### src/rtl/input_pkg.sv
// Shared constants for the board input conditioner: default switch width,
// debounce lengths for hardware and for short benches, and button polarity.
package input_pkg;

    localparam int SW_WIDTH_DEFAULT        = 8;
    localparam int DEBOUNCE_CYCLES_DEFAULT = 500000;
    localparam int DEBOUNCE_SIM            = 4;
    localparam int BTN_ACTIVE_LOW_DEFAULT  = 1;

    // Width of a counter that must hold values 0 .. cycles-1, never less than one bit.
    function automatic int cnt_width(input int cycles);
        int w;
        w = $clog2(cycles);
        if (w < 1) begin
            w = 1;
        end
        return w;
    endfunction

endpackage

### src/rtl/debounce_channel.sv
// One debounced channel: a two-flop synchroniser, a delay flop used to see
// whether the synchronised value moved this cycle, a stability counter and
// the clean output register. A multi-bit channel is debounced as a whole
// vector, so any bit changing restarts the count.
module debounce_channel
    import input_pkg::*;
#(
    parameter int WIDTH           = 8,
    parameter int DEBOUNCE_CYCLES = DEBOUNCE_CYCLES_DEFAULT
) (
    input  logic             clk,
    input  logic             reset,
    input  logic [WIDTH-1:0] i_raw,
    output logic [WIDTH-1:0] o_out,
    output logic             o_update
);

    localparam int              CW      = cnt_width(DEBOUNCE_CYCLES);
    localparam logic [CW-1:0]   CNT_MAX = CW'(DEBOUNCE_CYCLES - 1);

    logic [WIDTH-1:0] r_s1;
    logic [WIDTH-1:0] r_s2;
    logic [WIDTH-1:0] r_s2_d;
    logic [WIDTH-1:0] r_out;
    logic [CW-1:0]    r_cnt;
    logic             w_hold;
    logic             w_update;

    // Bring the raw pins into the clock domain and keep last cycle's value.
    always_ff @(posedge clk or posedge reset) begin
        if (reset) begin
            r_s1   <= '0;
            r_s2   <= '0;
            r_s2_d <= '0;
        end else begin
            r_s1   <= i_raw;
            r_s2   <= r_s1;
            r_s2_d <= r_s2;
        end
    end

    // Count is held at zero when the input matches the output or is still moving.
    always_comb begin
        w_hold   = (r_s2 == r_out) || (r_s2 != r_s2_d);
        w_update = !w_hold && (r_cnt == CNT_MAX);
    end

    // Advance the stability counter and commit the new value once it has lasted long enough.
    always_ff @(posedge clk or posedge reset) begin
        if (reset) begin
            r_cnt <= '0;
            r_out <= '0;
        end else if (w_hold) begin
            r_cnt <= '0;
        end else if (w_update) begin
            r_out <= r_s2;
            r_cnt <= '0;
        end else begin
            r_cnt <= r_cnt + 1'b1;
        end
    end

    assign o_out    = r_out;
    assign o_update = w_update;

endmodule

### src/rtl/input_conditioner.sv
// Front end between the board pins and the load controller: synchronises and
// debounces both switch banks and the load button, and produces a one-cycle
// strobe when the debounced button goes from released to pressed.
module input_conditioner
    import input_pkg::*;
#(
    parameter int SW_WIDTH        = SW_WIDTH_DEFAULT,
    parameter int DEBOUNCE_CYCLES = DEBOUNCE_CYCLES_DEFAULT,
    parameter int BTN_ACTIVE_LOW  = BTN_ACTIVE_LOW_DEFAULT
) (
    input  logic                clk,
    input  logic                reset,
    input  logic [SW_WIDTH-1:0] sw_a_raw,
    input  logic [SW_WIDTH-1:0] sw_b_raw,
    input  logic                btn_raw,
    output logic [SW_WIDTH-1:0] sw_a,
    output logic [SW_WIDTH-1:0] sw_b,
    output logic                btn_load,
    output logic                btn_press
);

    logic [0:0] w_btn_in;
    logic [0:0] w_btn_out;
    logic       w_btn_update;
    logic       w_a_update;
    logic       w_b_update;
    logic       r_btn_press;

    // Normalise the button so everything downstream sees 1 = pressed.
    always_comb begin
        w_btn_in[0] = (BTN_ACTIVE_LOW != 0) ? ~btn_raw : btn_raw;
    end

    debounce_channel #(
        .WIDTH           (SW_WIDTH),
        .DEBOUNCE_CYCLES (DEBOUNCE_CYCLES)
    ) u_chan_a (
        .clk      (clk),
        .reset    (reset),
        .i_raw    (sw_a_raw),
        .o_out    (sw_a),
        .o_update (w_a_update)
    );

    debounce_channel #(
        .WIDTH           (SW_WIDTH),
        .DEBOUNCE_CYCLES (DEBOUNCE_CYCLES)
    ) u_chan_b (
        .clk      (clk),
        .reset    (reset),
        .i_raw    (sw_b_raw),
        .o_out    (sw_b),
        .o_update (w_b_update)
    );

    debounce_channel #(
        .WIDTH           (1),
        .DEBOUNCE_CYCLES (DEBOUNCE_CYCLES)
    ) u_chan_btn (
        .clk      (clk),
        .reset    (reset),
        .i_raw    (w_btn_in),
        .o_out    (w_btn_out),
        .o_update (w_btn_update)
    );

    // An update while the button reads released is a press; register it so the strobe lines up with btn_load rising.
    always_ff @(posedge clk or posedge reset) begin
        if (reset) begin
            r_btn_press <= 1'b0;
        end else begin
            r_btn_press <= w_btn_update && !w_btn_out[0];
        end
    end

    assign btn_load  = w_btn_out[0];
    assign btn_press = r_btn_press;

    // The switch-bank update flags are not needed outside their channels.
    logic w_unused;
    assign w_unused = w_a_update ^ w_b_update;

endmodule

### config.mk
export PLATFORM = sky130hd
export DESIGN_NAME = input_conditioner
export DESIGN_NICKNAME = d
export VERILOG_FILES = /design/src/rtl/input_pkg.sv /design/src/rtl/debounce_channel.sv /design/src/rtl/input_conditioner.sv
export SDC_FILE = /design/constraint.sdc
export NUM_CORES = 1
export LEC_CHECK = 0
export CAP_MARGIN = 30
export CORE_UTILIZATION = 55
export DETAILED_ROUTE_END_ITERATION = 7
export HOLD_SLACK_MARGIN = 0.1
export PLACE_DENSITY = 0.86
export REMOVE_ABC_BUFFERS = 1
export SETUP_SLACK_MARGIN = 0.05
export SYNTH_ARGS = -nofsm -noshare
export SYNTH_HDL_FRONTEND = slang
export SYNTH_SLANG_ARGS = --single-unit
### constraint.sdc
create_clock -name clk -period 14 [get_ports clk]
set_input_delay 4.2 -clock clk [delete_from_list [all_inputs] [get_ports clk]]
set_output_delay 4.2 -clock clk [all_outputs]
set_load 0.02 [all_outputs]
# --- After elaboration in Yosys (flattened, before gate mapping) ---
# Cells that the tools add are included.
classes:
  muxes: 6
  add_sub_neg: 3
  reduce_logical: 14
  bitwise_logic: 4
  n_eq_ne: 9
op_table:
  columns: ["cell", "count"]
  rows:
  - ["2-to-1 mux 19 bit", 6]
  - ["adder 19 x 1 -> 19 bit, second input constant", 3]
  - ["== test 19 bit, second input constant", 3]
  - ["== test 8 bit", 2]
  - ["!= test 8 bit", 2]
  - ["AND reduction 2 bit", 3]
  - ["logical AND 1 bit", 4]
  - ["logical NOT 1 bit", 4]
  - ["inverter 1 bit", 4]
  - ["logical OR 1 bit", 3]
  - ["== test 1 bit", 1]
  - ["!= test 1 bit", 1]
word_totals:
  input_bits: 19
  regBits: 126

# --- Longest topological paths before layout ---
depth:
  word_depth: 6
  mapped_depth: 7
  ltp_nobuf: 6

# --- By module ---
# Synthesis repeated with hierarchy kept, for this count alone.
hier_totals:
  hier_cells: 444
  hier_area_um2: 5316.3
modules_own_cells:
  columns: ["module", "cells_per_inst", "area_per_inst_um2", "seq_area_each_um2", "n_inst"]
  rows:
  - ["debounce_channel (u_chan_a ...)", 163, 2058.2, 1276.2, 2]
  - ["debounce_channel (u_chan_btn)", 114, 1153.6, 575.6, 1]
  - ["input_conditioner", 4, 46.3, 25.0, 1]

# --- Worst setup path before layout ---
# Ideal clock, no wire load.
synth_timing:
  path_type: "register -> output"
  from: "register u_chan_btn.r_out (netlist: u_chan_btn.o_out)"
  to: "output port btn_load"
  required_ns: 9.800
  setup_slack_ns: 9.330
  arrival_time_ns: 0.470
  path_stages_with_launch: 1
  path_buffers: 0
  cell_sequence: "dfrtp_1"
synth_rtl:
  columns: ["item", "line_no", "rtl"]
  rows:
  - ["start: declaration", "debounce_channel.sv:24", "logic [WIDTH-1:0] r_out;"]
  - ["start signal: assignment", "debounce_channel.sv:56", "r_out <= r_s2;"]
  - ["end: declaration", "input_conditioner.sv:18", "output logic btn_load,"]
# No word-level cell between the ends.

# --- Worst setup path in the final report ---
layout_timing:
  from: "register u_chan_a.r_out[3] (netlist: u_chan_a.o_out[3])"
  to: "output port sw_a[3]"
layout_rtl:
  columns: ["item", "line_no", "rtl"]
  rows:
  - ["start: declaration", "debounce_channel.sv:24", null]
  - ["start signal: assignment", "debounce_channel.sv:56", null]
  - ["end: declaration", "input_conditioner.sv:16", "output logic [SW_WIDTH-1:0] sw_a,"]
# No word-level cell between the ends.

==> flow_summary.json <==
{
  "hold_depth": 0,
  "io_buffers": 36,
  "antenna_found_initial": 0,
  "slew_viol_final": 0,
  "skew_ps": 7.06,
  "synthTopCellsByArea": "dfrtp_1 62%, xor2_1 8.3%, xnor2_1 5.9%",
  "synth_most_common_cell": "dfrtp_1",
  "path_clk_slew_ps": 60,
  "holdCritStartpoint": "u_chan_a.r_s1[4]",
  "clock_sinks": 126,
  "nets": 490,
  "grt.overflow.total": 0,
  "holdBufCountCts": 0,
  "ant_nets": 0,
  "end_kind": "output pin",
  "die_h_um": 98.0,
  "synth_edf_count": 0,
  "cp_slowest_stage_delay_ps": 630,
  "hpwl_um": 5630,
  "violations": "design-rule violations",
  "ys_types": 37,
  "htreeDepth": 4,
  "postCtsSetupRepairBufs": 0,
  "yosysTopAreaCell": "dfrtp_1",
  "drive_above_1_share_pct": 12.7,
  "track_usage_pct": 21.2,
  "hold_end": "u_chan_a.r_s2[4]",
  "reg2reg_depth": 5,
  "dieArea_sq_um": 9610,
  "die_x_um": 98.0,
  "routed-via-count": 3193,
  "drc": 1,
  "crit_buf_inv": 1,
  "reg2reg_to": "u_chan_b.o_out[4]",
  "area_growth_pct": 21.3,
  "setup_viol": 0,
  "pwr_density_cell_nw_per_um2": 136,
  "max-clock-path-buffers": 2,
  "clock_latency_ps": 510,
  "arrival_ps": 1550,
  "r2r_setup_slack_ps": 11980,
  "vias_per_cell": 5.42,
  "cts_resized": 0,
  "grt_max_degree": 71,
  "critical_path_class": "flop to output pin",
  "synthCells": 416,
  "hold_violations": 0,
  "first_pass_iters": 6,
  "fin_setup_tns_ps": 0,
  "worst_slew_pin_slew_ps": 860,
  "cts_buffers": 17,
  "grt_setup_unrepaired": "false",
  "cpLargestDelayFamily": "buffers and inverters",
  "cp_max_fo": 3,
  "ys_dominant_reg_cell": "dfrtp_1",
  "cts_root_buf": "clkbuf_8",
  "r2r_start": "u_chan_b.r_s2[2]",
  "nFillCells": 559,
  "path_cells": "clkdlybuf4s50_1",
  "status": "complete, but fails checks",
  "ys_warn_count": 0,
  "routedWlPerCell_um": 15.6,
  "start_util_pct": 57.6,
  "ir_drop_mv": 0.107,
  "antenna_cells": 0,
  "yosysSeqAreaShare_pct": 62.2,
  "grt_pass1_wl_um": 15700,
  "fin_crit_ps": 5750,
  "timing.final.crit_share_pct": 41.0,
  "grt_pass1_vias": 3297,
  "syn_area_per_cell_sq_um": 12.2,
  "required_ps": 9800,
  "row_count": 34,
  "io_pins": 37,
  "ys_seq_elements": 126,
  "setup_ws_ps": 8250,
  "maxSlewHeadroom_pct": 42.7,
  "synth_common_cells": "126 x dfrtp_1, 65 x nor2_1, 48 x xor2_1",
  "leakagePower_nw": 2.68,
  "cts_tree": "built",
  "routed_wirelength_um": 9170,
  "cp_slowest_cell": "clkdlybuf4s50_1",
  "fmax_ghz": 0.174,
  "drv_cap": 0,
  "synth_top_area_share_pct": 62.2,
  "synthArstFlopShare_pct": 100,
  "place_ws_ps": 7910,
  "hold_path.class": "flop to flop",
  "drtIter0Drc": 184,
  "routabilityCongestion": 0.782,
  "cp-start-kind": "flop",
  "coreArea_sq_um": 8810,
  "synth_area_sq_um": 5070
}
==> final cells by class <==
type / instances / area [sq um] / area share (%)
inverter: 7 / 28.8 / 0.468
multi-input combinational: 279 / 1860 / 30.3
sequential: 126 / 3150 / 51.3
tap: 108 / 135 / 2.20
timing repair buffer: 37 / 368 / 5.98
clock inverter: 14 / 173 / 2.81
clock buffer: 18 / 428 / 6.96
==> how the worst max path moves through the flow <==
stage               slack [ps]               from  cells past startpoint                 end
finish                    8250  u_chan_a.o_out[3]                      1             sw_a[3]
global route              8210   u_chan_btn.o_out                      1            btn_load
CTS                       8240  u_chan_a.o_out[3]                      1             sw_a[3]
detailed placement        7910              reset                      3  u_chan_a.r_cnt[13]
global placement          7970              reset                      3   u_chan_a.r_cnt[9]
floorplan                 6440              reset                      1           btn_press
==> sequential cells by signal (all words and copies together), names as in the netlist, 8 cells and up <==
register,flops
u_chan_a.o_out,8
u_chan_a.r_cnt,19
u_chan_a.r_s1,8
u_chan_btn.r_cnt,19
u_chan_a.r_s2,8
u_chan_b.r_s1,8
u_chan_b.r_s2,8
u_chan_b.r_s2_d,8
u_chan_a.r_s2_d,8
u_chan_b.r_cnt,19
u_chan_b.o_out,8
==> per-stage QoR <==
| stage | util, % | cells | total power [W] | hold slack (ps) | area [sq um] |
|---|---|---|---|---|---|
| global placement | 63.0 | 557 | 0.000404 | 332 | 5550 |
| global route | 69.8 | 589 | 0.000864 | 353 | 6150 |
| CTS | 69.8 | 589 | 0.000842 | 350 | 6150 |
| detailed placement | 63.0 | 557 | 0.000406 | 335 | 5550 |
| floorplan | - | 412 | 0.000396 | 331 | 5040 |
| finish | 69.8 | 589 | 0.000835 | 348 | 6150 |
==> per-layer routing <==
metal	up-vias	share of wire, %	track usage [%]
li1	1514	-	-
met1	1576	44	26.9
met3	20	3.6	4.87
met4	0	1.8	9.32
met2	83	51	35.0
met5	-	0	0
==> logic make-up (layout without fill, tap and decap cells) <==
kind of cell | after synthesis | in the layout | synth area share, %
AOI/OAI and AO/OA | 10 | 10 | 1.55
xor gates and xnor gates | 82 | 82 | 14.2
adders and majority gates | 3 | 3 | 0.740
buffers and inverters | 11 | 76 | 1.06
DFF | 126 | 126 | 62.2
muxes | 16 | 16 | 3.55
and+or+nand+nor | 168 | 168 | 16.8
==> cell usage in the layout, fill, tap and decap left out, drive strengths merged <==
master | synthesis | final
a21o | 1 | 1
inv | 7 | 15
and3 | 6 | 6
mux2 | 16 | 16
nor4bb | 1 | 1
nor3 | 7 | 7
and4 | 6 | 6
nand4 | 17 | 17
nor4b | 1 | 1
xor2 | 48 | 48
and2 | 3 | 3
nand4bb | 1 | 1
buf | 4 | 1
a211oi | 2 | 2
a21oi | 2 | 2
nor2 | 66 | 66
nor2b | 1 | 1
dfrtp | 126 | 126
xnor2 | 34 | 34
o211ai | 1 | 1
ha | 3 | 3
nand3b | 1 | 1
or3 | 1 | 1
clkinv | 0 | 4
nor3b | 2 | 2
clkdlybuf4s50 | 0 | 36
or4 | 1 | 1
bufinv | 0 | 2
nand3 | 22 | 22
o21ai | 3 | 3
nor4 | 7 | 7
nand2 | 25 | 25
clkbuf | 0 | 18
a21bo | 1 | 1
==> where the power goes <==
part	total, W	switching (W)	leakage, nW	internal (W)
combinational	0.0000212	0.0000120	0.738	0.00000924
clock	0.000436	0.000171	0.297	0.000265
sequential	0.000378	0.00000572	1.64	0.000372
total	0.000835	0.000189	2.68	0.000647
No activity file was read; power rests on OpenSTA's default activity.
